File: src/rtl/vedic_pkg.sv
// rtl/vedic_pkg.sv - shared widths and FSM encoding for the vedic multiplier/divider family
package vedic_pkg;

   localparam int DEF_DW = 8;
   localparam int DEF_VW = 4;

   typedef enum logic [1:0] {
      IDLE = 2'd0,
      RUN  = 2'd1,
      DONE = 2'd2
   } div_state_t;

endpackage

File: src/rtl/div_trial_sub.sv
// rtl/div_trial_sub.sv - one restoring-division trial: widened partial remainder minus divisor
module div_trial_sub
   import vedic_pkg::*;
#(
   parameter int VW = DEF_VW
) (
   input  logic [VW:0]   pr,
   input  logic [VW-1:0] divisor,
   output logic [VW-1:0] diff,
   output logic          ge
);

   // When ge is set the difference is below divisor, so the low VW bits hold it exactly.
   assign ge   = (pr >= {1'b0, divisor});
   assign diff = pr[VW-1:0] - divisor;

endmodule

File: src/rtl/vedic_div_seq.sv
// rtl/vedic_div_seq.sv - iterative restoring divider, one quotient bit per clock
module vedic_div_seq
   import vedic_pkg::*;
#(
   parameter int DW = DEF_DW,
   parameter int VW = DEF_VW
) (
   input  logic          clk,
   input  logic          rst,
   input  logic          start,
   input  logic [DW-1:0] dividend,
   input  logic [VW-1:0] divisor,
   output logic          busy,
   output logic          done,
   output logic [DW-1:0] quotient,
   output logic [VW-1:0] remainder,
   output logic          div_by_zero
);

   localparam int CW = $clog2(DW);

   div_state_t    state;
   logic [DW-1:0] dvd;
   logic [VW-1:0] dvsr;
   logic [VW-1:0] pr;
   logic [CW-1:0] cnt;

   logic [VW:0]   pr_shift;
   logic [VW-1:0] diff;
   logic          ge;
   logic [DW-1:0] dvd_next;
   logic [VW-1:0] pr_next;

   // Quotient bits shift into dvd as dividend bits shift out, so dvd ends up holding the quotient.
   assign pr_shift = {pr, dvd[DW-1]};
   assign dvd_next = {dvd[DW-2:0], ge};
   assign pr_next  = ge ? diff : pr_shift[VW-1:0];

   div_trial_sub #(.VW(VW)) u_trial (
      .pr      (pr_shift),
      .divisor (dvsr),
      .diff    (diff),
      .ge      (ge)
   );

   always_ff @(posedge clk) begin
      if (rst) begin
         state       <= IDLE;
         busy        <= 1'b0;
         done        <= 1'b0;
         quotient    <= '0;
         remainder   <= '0;
         div_by_zero <= 1'b0;
         cnt         <= '0;
         dvd         <= '0;
         dvsr        <= '0;
         pr          <= '0;
      end else begin
         case (state)
            IDLE, DONE: begin
               done <= 1'b0;
               if (start) begin
                  if (divisor == '0) begin
                     state       <= DONE;
                     done        <= 1'b1;
                     quotient    <= '1;
                     remainder   <= '0;
                     div_by_zero <= 1'b1;
                  end else begin
                     state       <= RUN;
                     busy        <= 1'b1;
                     dvd         <= dividend;
                     dvsr        <= divisor;
                     pr          <= '0;
                     cnt         <= '0;
                     div_by_zero <= 1'b0;
                  end
               end else begin
                  state <= IDLE;
               end
            end
            RUN: begin
               dvd <= dvd_next;
               pr  <= pr_next;
               cnt <= cnt + 1'b1;
               if (cnt == CW'(DW - 1)) begin
                  state     <= DONE;
                  busy      <= 1'b0;
                  done      <= 1'b1;
                  quotient  <= dvd_next;
                  remainder <= pr_next;
               end
            end
            default: begin
               state <= IDLE;
               busy  <= 1'b0;
               done  <= 1'b0;
            end
         endcase
      end
   end

endmodule

File: config.mk
export PLATFORM = sky130hd
export DESIGN_NAME = vedic_div_seq
export DESIGN_NICKNAME = d
export VERILOG_FILES = /design/src/rtl/vedic_pkg.sv /design/src/rtl/div_trial_sub.sv /design/src/rtl/vedic_div_seq.sv
export SDC_FILE = /design/constraint.sdc
export NUM_CORES = 1
export LEC_CHECK = 0
export CORE_UTILIZATION = 40
export DETAILED_ROUTE_END_ITERATION = 8
export GPL_TIMING_DRIVEN = 0
export PLACE_DENSITY_LB_ADDON = 0.15
export SETUP_SLACK_MARGIN = 0.2
export SLEW_MARGIN = 20
export SYNTH_ARGS = -nofsm -noshare
export SYNTH_HDL_FRONTEND = slang
export SYNTH_HIERARCHICAL = 1
export SYNTH_SLANG_ARGS = --single-unit
File: constraint.sdc
create_clock -name clk -period 3.12 [get_ports clk]
set_clock_uncertainty 0.15 [all_clocks]
set_input_delay 0.624 -clock clk [delete_from_list [all_inputs] [get_ports clk]]
set_output_delay 0.624 -clock clk [all_outputs]
set_load 0.1 [all_outputs]
==> key figures <==
Run status
  • Status: finished, violations left
  • Failing checks: DRC

Layout
  • Finished layout cell area: 2100 um^2
  • Area delta synth->final: 25.8%
  • Nets@finish: 255
  • Antenna cells: 0
  • Fill cells: 411
  • Share of layout cells above drive strength 1: 9.87%

STA
  • Fin Setup TNS: 0 ns
  • Worst-margin pin slew: 0.970 ns
  • Tmin final: 2.63 ns
  • # setup viols final: 0
  • Fmax: 0.380 GHz
  • RSZ-0062 raised after global routing: no
  • Slew margin rel.: 35.1%
  • Final Cycle Share: 84.3%
  • Fin. max-slew vios: 0
  • Setup WS post-layout: 0.490 ns
  • Final count of hold timing violations: 0

Critical path
  • Critical path fanouts, max: 6
  • Startpoint types: flip-flop
  • Worst Path Buf+Inv: 1
  • Cells on worst reg2reg path: 8
  • Crit path DAT: 1.86 ns
  • CP max stage cell: clkdlybuf4s50_1
  • Crit-path cells: clkdlybuf4s50_1
  • CP max stage delay: 1.17 ns
  • Worst setup EP type: output pin
  • Worst R2R Setup Slack: 0.66 ns
  • Crit path kind: reg -> out
  • Critical path's top delay family: buffers and inverters
  • Worst reg2reg endpoint: remainder[3]$_SDFFE_PP0P_
  • R2R Path Start: dvd[7]$_SDFFE_PP0P_
  • Critical path required time: 2.35 ns

Synth
  • Most frequent cells after synthesis: dfxtp_1, nor2_1, a21oi_1
  • Async S/R FF share, synth: 0%
  • Synth Area in Simple Gates: 16.5%
  • Compound-cell area share of the yosys netlist: 25.6%
  • Number of flops mapped to enable cells by yosys: 0
  • XOR/XNOR Fraction of Synth Area: 1.05%
  • Most instantiated library cell after synthesis: dfxtp_1
  • Main synth FF type: dfxtp_1
  • Synthesized area per cell: 8.41 um^2
  • Top cell type's share of synthesized area: 42.1%
  • Top post-synthesis cells by area: dfxtp_1, nor2_1, a21oi_1, ha_1, a311oi_1
  • Syn Nets: 220
  • Post-Synth Adder-Cell Area: 5.71%
  • Mux contribution to synthesized area: 2.70%
  • Synth Register Bits: 35
  • Largest family of logic cells by synthesized area: compound AO/OA/AOI/OAI gates
  • Yosys Warn Count: 6
  • Register area share after synthesis: 42.1%
  • Mapped Area: 1670 um^2
  • Count of cell types in the netlist: 30
  • Mapped Cells: 198
  • Post-synth top area cell: dfxtp_1

Detailed routing
  • Met1 Wirelength: 1890 um
  • Met3 wire length: 116 um
  • Via Count: 1496
  • Vias per cell: 5.29
  • Avg WL per Cell: 13.8 um
  • Antenna-violating nets left: 0
  • Max Used Layer: met4
  • Routed Wire Length: 3910 um
  • Detailed Routing Iterations Pass 1: 6
  • Met2 routed WL: 1810 um
  • 1st-iter DRT viols: 61
  • Drc violations: 2

Power and ir drop
  • PwrDens: 486 nW/um^2
  • LEAKAGE: 0.000766 uW
  • Maximum vdd ir drop: 0.000226 V

CTS
  • Post-CTS resize count: 0
  • Max clock buf depth: 2
  • Number of CTS-inserted buffers: 5
  • TritonCTS Sinks: 35
  • Root Driver: clkbuf_8
  • CTS tree: yes
  • Htree depth: 2
  • Setup Buffers After CTS: 0
  • Clk slew on worst S/H paths: 0.07 ns
  • Hold buffer count at CTS: 0
  • Clock latency on the worst-skew pair: 0.29 ns

Global routing
  • Gr usage total: 20.1%
  • Vias in the first global route: 1394
  • Initial antenna violation count: 0
  • Largest net degree at the start of global routing: 11
  • First-pass GRT wire length: 6510 um
  • Total grt overflow: 0

Die
  • Core ar.: 4000 um^2
  • Std-Cell Rows: 23
  • Initial core utilization: 41.6%
  • Die width: 66.5 um
  • Die area: 4430 um^2
  • Chip height: 66.5 um
  • IO Pins: 30

Placed design
  • GP Congestion: 0.833
  • Placed Area: 2010 um^2
  • Setup slack at placement: 0.695 ns
  • DPL Wire Length: 2790 um
  • Port Buffer Count: 28

Hold path
  • Hold Path Cell Cnt: 2
  • Hold Startpoint: div_by_zero$_SDFFE_PP0P_
  • Hold endpoint: div_by_zero$_SDFFE_PP0P_
  • Hold crit path type: reg -> reg

Run
  • Max_cap viols: 0
==> worst register-to-register path, cell delays in order, from the launching register on <==
cell and delay (ns):
dfxtp_1 0.36, inv_1 0.06, ha_1 0.28, nand2b_1 0.12, a21oi_1 0.08, o21ai_0 0.71
mux2_2 0.43, nand2_1 0.08, a21oi_1 0.07
==> sequential cells by signal, indices dropped and copies added, names as in the netlist <==
| name | count |
|---|---|
| quotient | 8 |
| remainder | 4 |
| state | 2 |
| busy | 1 |
| cnt | 3 |
| pr | 4 |
| dvd | 8 |
| dvsr | 4 |
| div_by_zero | 1 |
==> metal layers <==
| metal | vias up | track usage, % |
|---|---|---|
| li1 | 772 | - |
| met1 | 692 | 24.6 |
| met2 | 23 | 32.8 |
| met3 | 9 | 4.45 |
| met4 | 0 | 10.1 |
| met5 | - | 0 |
==> where the power goes <==
part	switching [uW]	internal (uW)	leakage (uW)
registers	17.6	471	0.000286
clock network	159	173	0.0000470
logic	117	80.2	0.000434
==> area by class of cell <==
type	count	area (um^2)	share of cell area [%]
multi-input cells	139	860	41.0
plain buffers	17	78.8	3.76
flip-flops and latches	35	701	33.4
clock buffers	6	82.6	3.94
clock inverters	1	5.00	0.239
well taps	50	62.6	2.99
repair buffers	28	280	13.4
inverters	7	26.3	1.25
==> per-stage QoR <==
step | util [%] | instances | power, uW | hold WS, ns
floorplan | - | 198 | 636 | 0.304
detailed placement | 50.2 | 276 | 696 | 0.304
global route | 52.4 | 283 | 1060 | 0.333
CTS | 52.4 | 283 | 1030 | 0.315
global placement | 50.2 | 276 | 695 | 0.299
finish | 52.4 | 283 | 1020 | 0.312
==> worst max path at each step <==
| stage | startpoint | end | cells after the start |
|---|---|---|---|
| 2_1_floorplan | state[1]$_SDFFE_PP0N_ | pr[3]$_SDFFE_PP0P_ | 5 |
| 3_3_place_gp | divisor[3] | remainder[1]$_SDFFE_PP0P_ | 6 |
| 3_5_place_dp | dvd[7]$_SDFFE_PP0P_ | remainder[3]$_SDFFE_PP0P_ | 8 |
| 4_1_cts | state[1]$_SDFFE_PP0N_ | done | 1 |
| 5_1_grt | state[1]$_SDFFE_PP0N_ | done | 1 |
| 6_report | state[1]$_SDFFE_PP0N_ | done | 1 |
==> logic make-up after synthesis <==
| kind of cell | after synthesis |
|---|---|
| flops | 35 |
| compound gates | 64 |
| buf+inv | 24 |
| mux | 4 |
| xor+xnor | 2 |
| fa+ha+maj | 7 |
| simple gates | 62 |
==> layout by cell type, fill, tap and decap left out, types with 2 or more instances in the layout <==
cell type / instances
clkbuf_1: 9
mux2_2: 4
clkbuf_8: 6
inv_1: 7
o21ai_0: 14
nor2_1: 26
buf_2: 6
o211ai_1: 7
a311oi_1: 8
clkdlybuf4s50_1: 28
nor2b_1: 2
o211ai_2: 4
ha_1: 6
a211oi_1: 9
nand2_1: 17
nand2b_1: 4
nand3_1: 8
a21oi_1: 19
dfxtp_1: 35
(Power assumes the default switching activity.)
==> patch 1, RTL diff (same settings) <==
Re-encode `div_state_t` (3 states) as one-hot, 3 bits wide.
--- a/src/rtl/vedic_pkg.sv
+++ b/src/rtl/vedic_pkg.sv
@@ -4,10 +4,10 @@
    localparam int DEF_DW = 8;
    localparam int DEF_VW = 4;
 
-   typedef enum logic [1:0] {
-      IDLE = 2'd0,
-      RUN  = 2'd1,
-      DONE = 2'd2
+   typedef enum logic [2:0] {
+      IDLE = 3'b001,
+      RUN  = 3'b010,
+      DONE = 3'b100
    } div_state_t;
 
 endpackage
Function: no difference found for any inputs over 10 cycles, from zero or initial values and one cycle with rst high; not proved beyond that.
==> patch 1 against the original RTL <==
Worst hold slack got worse by 0.0031 ns. Sequential cell count rose by 1. Wire length fell by 1.9%. Synthesized area rose by 2.6%. Final area rose by 2.6%. Total power fell by 1.4%. Setup slack improved by 0.054 ns. Clock power barely moved. Critical endpoint is now dvd[5]. Largest power group unchanged. Highest routed layer unchanged.
==> patch 1: results (changes against the original RTL) <==
worst r2r src state[0]; FF-to-FF End quotient[7]; R2R cell count 6 (-2); Worst R2R Setup Slack 0.95 ns (+0.29 ns); xor/xnor share of the synthesized area 1.538% (+0.49 points); drt total wl 3.835 mm (-1.9%); nets 241 (-5.5%); first-pass GRT wire length 6.637 mm (+2.0%); synth top area cells dfxtp_1 42%, mux2i_1 8.8%, a21oi_1 4.7%; First-pass DRT Iterations 4 (-2); hold worst-path end remainder[1]; vias in the first global route 1500 (+7.6%); Cell Count, Final, Fillers Out 270 (-4.6%); crit-path max FO 10 (+4); worst vdd ir 238.0 µV (+5.5%); share of cells above drive strength 1 8.182% (-1.7 points); leakage 0.0008074 µW (+5.4%); Hold Startpoint remainder[1]; status complete, no violations; post-synthesis adder-cell area fraction 5.568% (-0.14 points); gr usage total 19.82% (-0.24 points); commonest cells in the netlist 36 x dfxtp_1, 16 x a21oi_1, 15 x mux2i_1; Peak Freq 388.3 MHz (+2.1%); Mapped Nets 205 (-6.8%); slowest library cell on the worst path or4_4; Rel. slew slack 34.44% (-0.66 points); Detailed Route Iter0 Violations 78 (+28%); compound-cell area share of the yosys netlist 17.00% (-8.6 points); Distinct cells, synth 39 (+30%); RD Place Congestion 0.7546 (-9.4%); Seq/Total Area, Yosys 42.20% (+0.12 points); CP max stage delay 0.59 ns (-0.58 ns); CP delay by family, top simple AND/OR/NAND/NOR gates
==> patch 1: power breakdown <==
part	total [µW]	switching [µW]	internal (µW)
sequential	498	16.6	481
combinational	175	101	74.0
clock	331	152	180
==> patch 1: layout make-up <==
| cell class | count | area (µm²) |
|---|---|---|
| fill | 364 | 1907 |
| multi-input combinational | 127 | 908.4 |
| sequential | 36 | 720.7 |
| timing repair buffer | 29 | 290.3 |
| clock buffer | 8 | 90.09 |
| tap | 50 | 62.56 |
| buffer | 12 | 48.80 |
| inverter | 8 | 30.03 |
==> patch 1: through the flow <==
step | power (µW) | util [%] | instance area [µm²] | hold WS (ns) | setup slack (ns)
final | 1004 | 53.01 | 2151 | 0.3084 | 0.5444
after detailed placement | 682.0 | 50.79 | 2061 | 0.3013 | 0.2680
after floorplan | 628.8 | - | 1708 | 0.2837 | 0.5742
after CTS | 1016 | 53.01 | 2151 | 0.3179 | 0.5377
after global placement | 675.6 | 50.79 | 2061 | 0.2965 | 0.3281
after global routing | 1055 | 53.01 | 2151 | 0.3366 | 0.4650
==> patch 1: metal layers <==
| layer | vias up | routed length [µm] | track usage [%] |
|---|---|---|---|
| met5 | - | 0 | 0 |
| met4 | 0 | 63 | 8.777 |
| met3 | 8 | 123 | 4.730 |
| met2 | 25 | 1789 | 33.50 |
| met1 | 676 | 1858 | 23.66 |
| li1 | 723 | - | - |
==> patch 1: how the worst max path moves through the flow <==
stage	start	end	slack, ns	cells past startpoint
6_report	divisor[3]	dvd[5]	0.54	5
5_1_grt	divisor[3]	dvd[6]	0.46	5
4_1_cts	busy	busy	0.54	1
3_5_place_dp	divisor[3]	dvd[3]	0.27	5
3_3_place_gp	divisor[3]	cnt[0]	0.33	6
2_1_floorplan	state[2]	cnt[0]	0.57	7
==> patch 2, RTL diff (same settings) <==
Made on the original files. The package constant `DEF_VW` goes from 4 to 8.
--- a/src/rtl/vedic_pkg.sv
+++ b/src/rtl/vedic_pkg.sv
@@ -2,7 +2,7 @@
 package vedic_pkg;
 
    localparam int DEF_DW = 8;
-   localparam int DEF_VW = 4;
+   localparam int DEF_VW = 8;
 
    typedef enum logic [1:0] {
       IDLE = 2'd0,
Ports: changed (resized divisor and remainder); port bits go from 30 to 38. No check against the original RTL was run, so the function may have changed too.
==> patch 2 against the original RTL <==
Final area is 37% higher. Synthesized area is 36% higher. Worst hold slack worse by 0.00070 ns. First-iteration DRC count is 4.9% lower. Sequential cell count is 12 higher. Wire length is 28% higher. Setup slack worse by 0.083 ns. Die area is 35% higher. Total power is 61% higher. Via count is 30% higher. Highest routed layer unchanged.
==> patch 2: results (changes against the original RTL) <==
status complete, no violations; post-DP HPWL 3.680 mm (+32%); routed vias 1949 (+30%); RD Place Congestion 0.7912 (-5.0%); Mapped Nets 303 (+38%); synth top area cells dfxtp_1 41%, nand2_1 6.3%, nor2_1 5.9%; drt total wl 4.989 mm (+28%); leakage 0.001174 µW (+53%); FF-to-FF End remainder[5]; Clock Pin Slew Worst Setup and Hold Paths 0.09 ns (+0.02 ns); vias in the first global route 1791 (+28%); gr usage total 17.89% (-2.2 points); R2R cell count 11 (+3); Hold Startpoint dvsr[6]; placed inst area 2733 µm² (+36%); Distinct cells, synth 39 (+30%); # fillers 537 (+31%); nets 347 (+36%); worst vdd ir 274.2 µV (+22%); Seq/Total Area, Yosys 41.41% (-0.66 points); Min Hold Slack 0.3108 ns (-0.0006970 ns); commonest cells in the netlist 47 x dfxtp_1, 38 x nand2_1, 36 x nor2_1; actual slew at the worst max-slew pin 0.9720 ns (+0.001566 ns); Gate Count Post-Synth 273 (+38%); first-pass GRT wire length 8.445 mm (+30%); hold worst-path end dvsr[6]; First-pass DRT Iterations 4 (-2); footprint of the multi-input gates 1219 µm² (+42%); Detailed Route Iter0 Violations 58 (-4.9%); Worst R2R Setup Slack 0.43 ns (-0.23 ns); share of cells above drive strength 1 7.233% (-2.6 points); dpl ws 0.2354 ns (-0.4601 ns)
patch 2: changes by cell type after synthesis, moves of 8 or more:
cell / before / now
a311oi_1: 8 / 0
nor2_1: 26 / 36
a21o_1: 0 / 9
dfxtp_1: 35 / 47
mux2i_1: 0 / 8
nand2_1: 17 / 38
nand2b_1: 4 / 13
patch 2: how the worst max path moves through the flow:
stage / cells after the start / slack (ns) / to
after floorplan: 10 / 0.84 / pr[0]
after global placement: 6 / 0.24 / remainder[4]
after detailed placement: 5 / 0.24 / remainder[3]
after CTS: 1 / 0.41 / done
after global routing: 11 / 0.23 / remainder[5]
final: 1 / 0.41 / done
patch 2: per-layer routing:
| layer | share of wire (%) | global-route usage, % | vias to the layer above |
|---|---|---|---|
| met5 | 0 | 0 | - |
| li1 | - | - | 1015 |
| met4 | 1.2 | 5.660 | 0 |
| met1 | 50 | 24.82 | 890 |
| met3 | 3.7 | 3.882 | 6 |
| met2 | 45 | 27.52 | 38 |
patch 2: power breakdown:
group          switching (µW)  internal (µW)
Clock                     210            319
Combinational             243            201
Sequential               29.5            636
Total                     483           1160
patch 2: layout make-up:
class / instances / share of cell area [%]
Timing Repair Buffer: 37 / 12.91
Inverter: 12 / 1.570
Sequential cell: 47 / 32.80
Buffer: 14 / 2.355
Tap cell: 72 / 3.140
Clock buffer: 5 / 2.399
Multi-Input combinational cell: 200 / 42.48
Clock inverter: 3 / 2.355
patch 2: logic make-up (layout without fill, tap and decap cells):
| family | Yosys count | after routing | share of synthesized area, % |
|---|---|---|---|
| compound gates | 65 | 65 | 18.67 |
| flops | 47 | 47 | 41.41 |
| buf+inv | 26 | 71 | 4.956 |
| xor+xnor | 5 | 5 | 1.927 |
| fa+ha+maj | 11 | 11 | 6.388 |
| simple gates | 111 | 111 | 23.13 |
| mux | 8 | 8 | 3.524 |
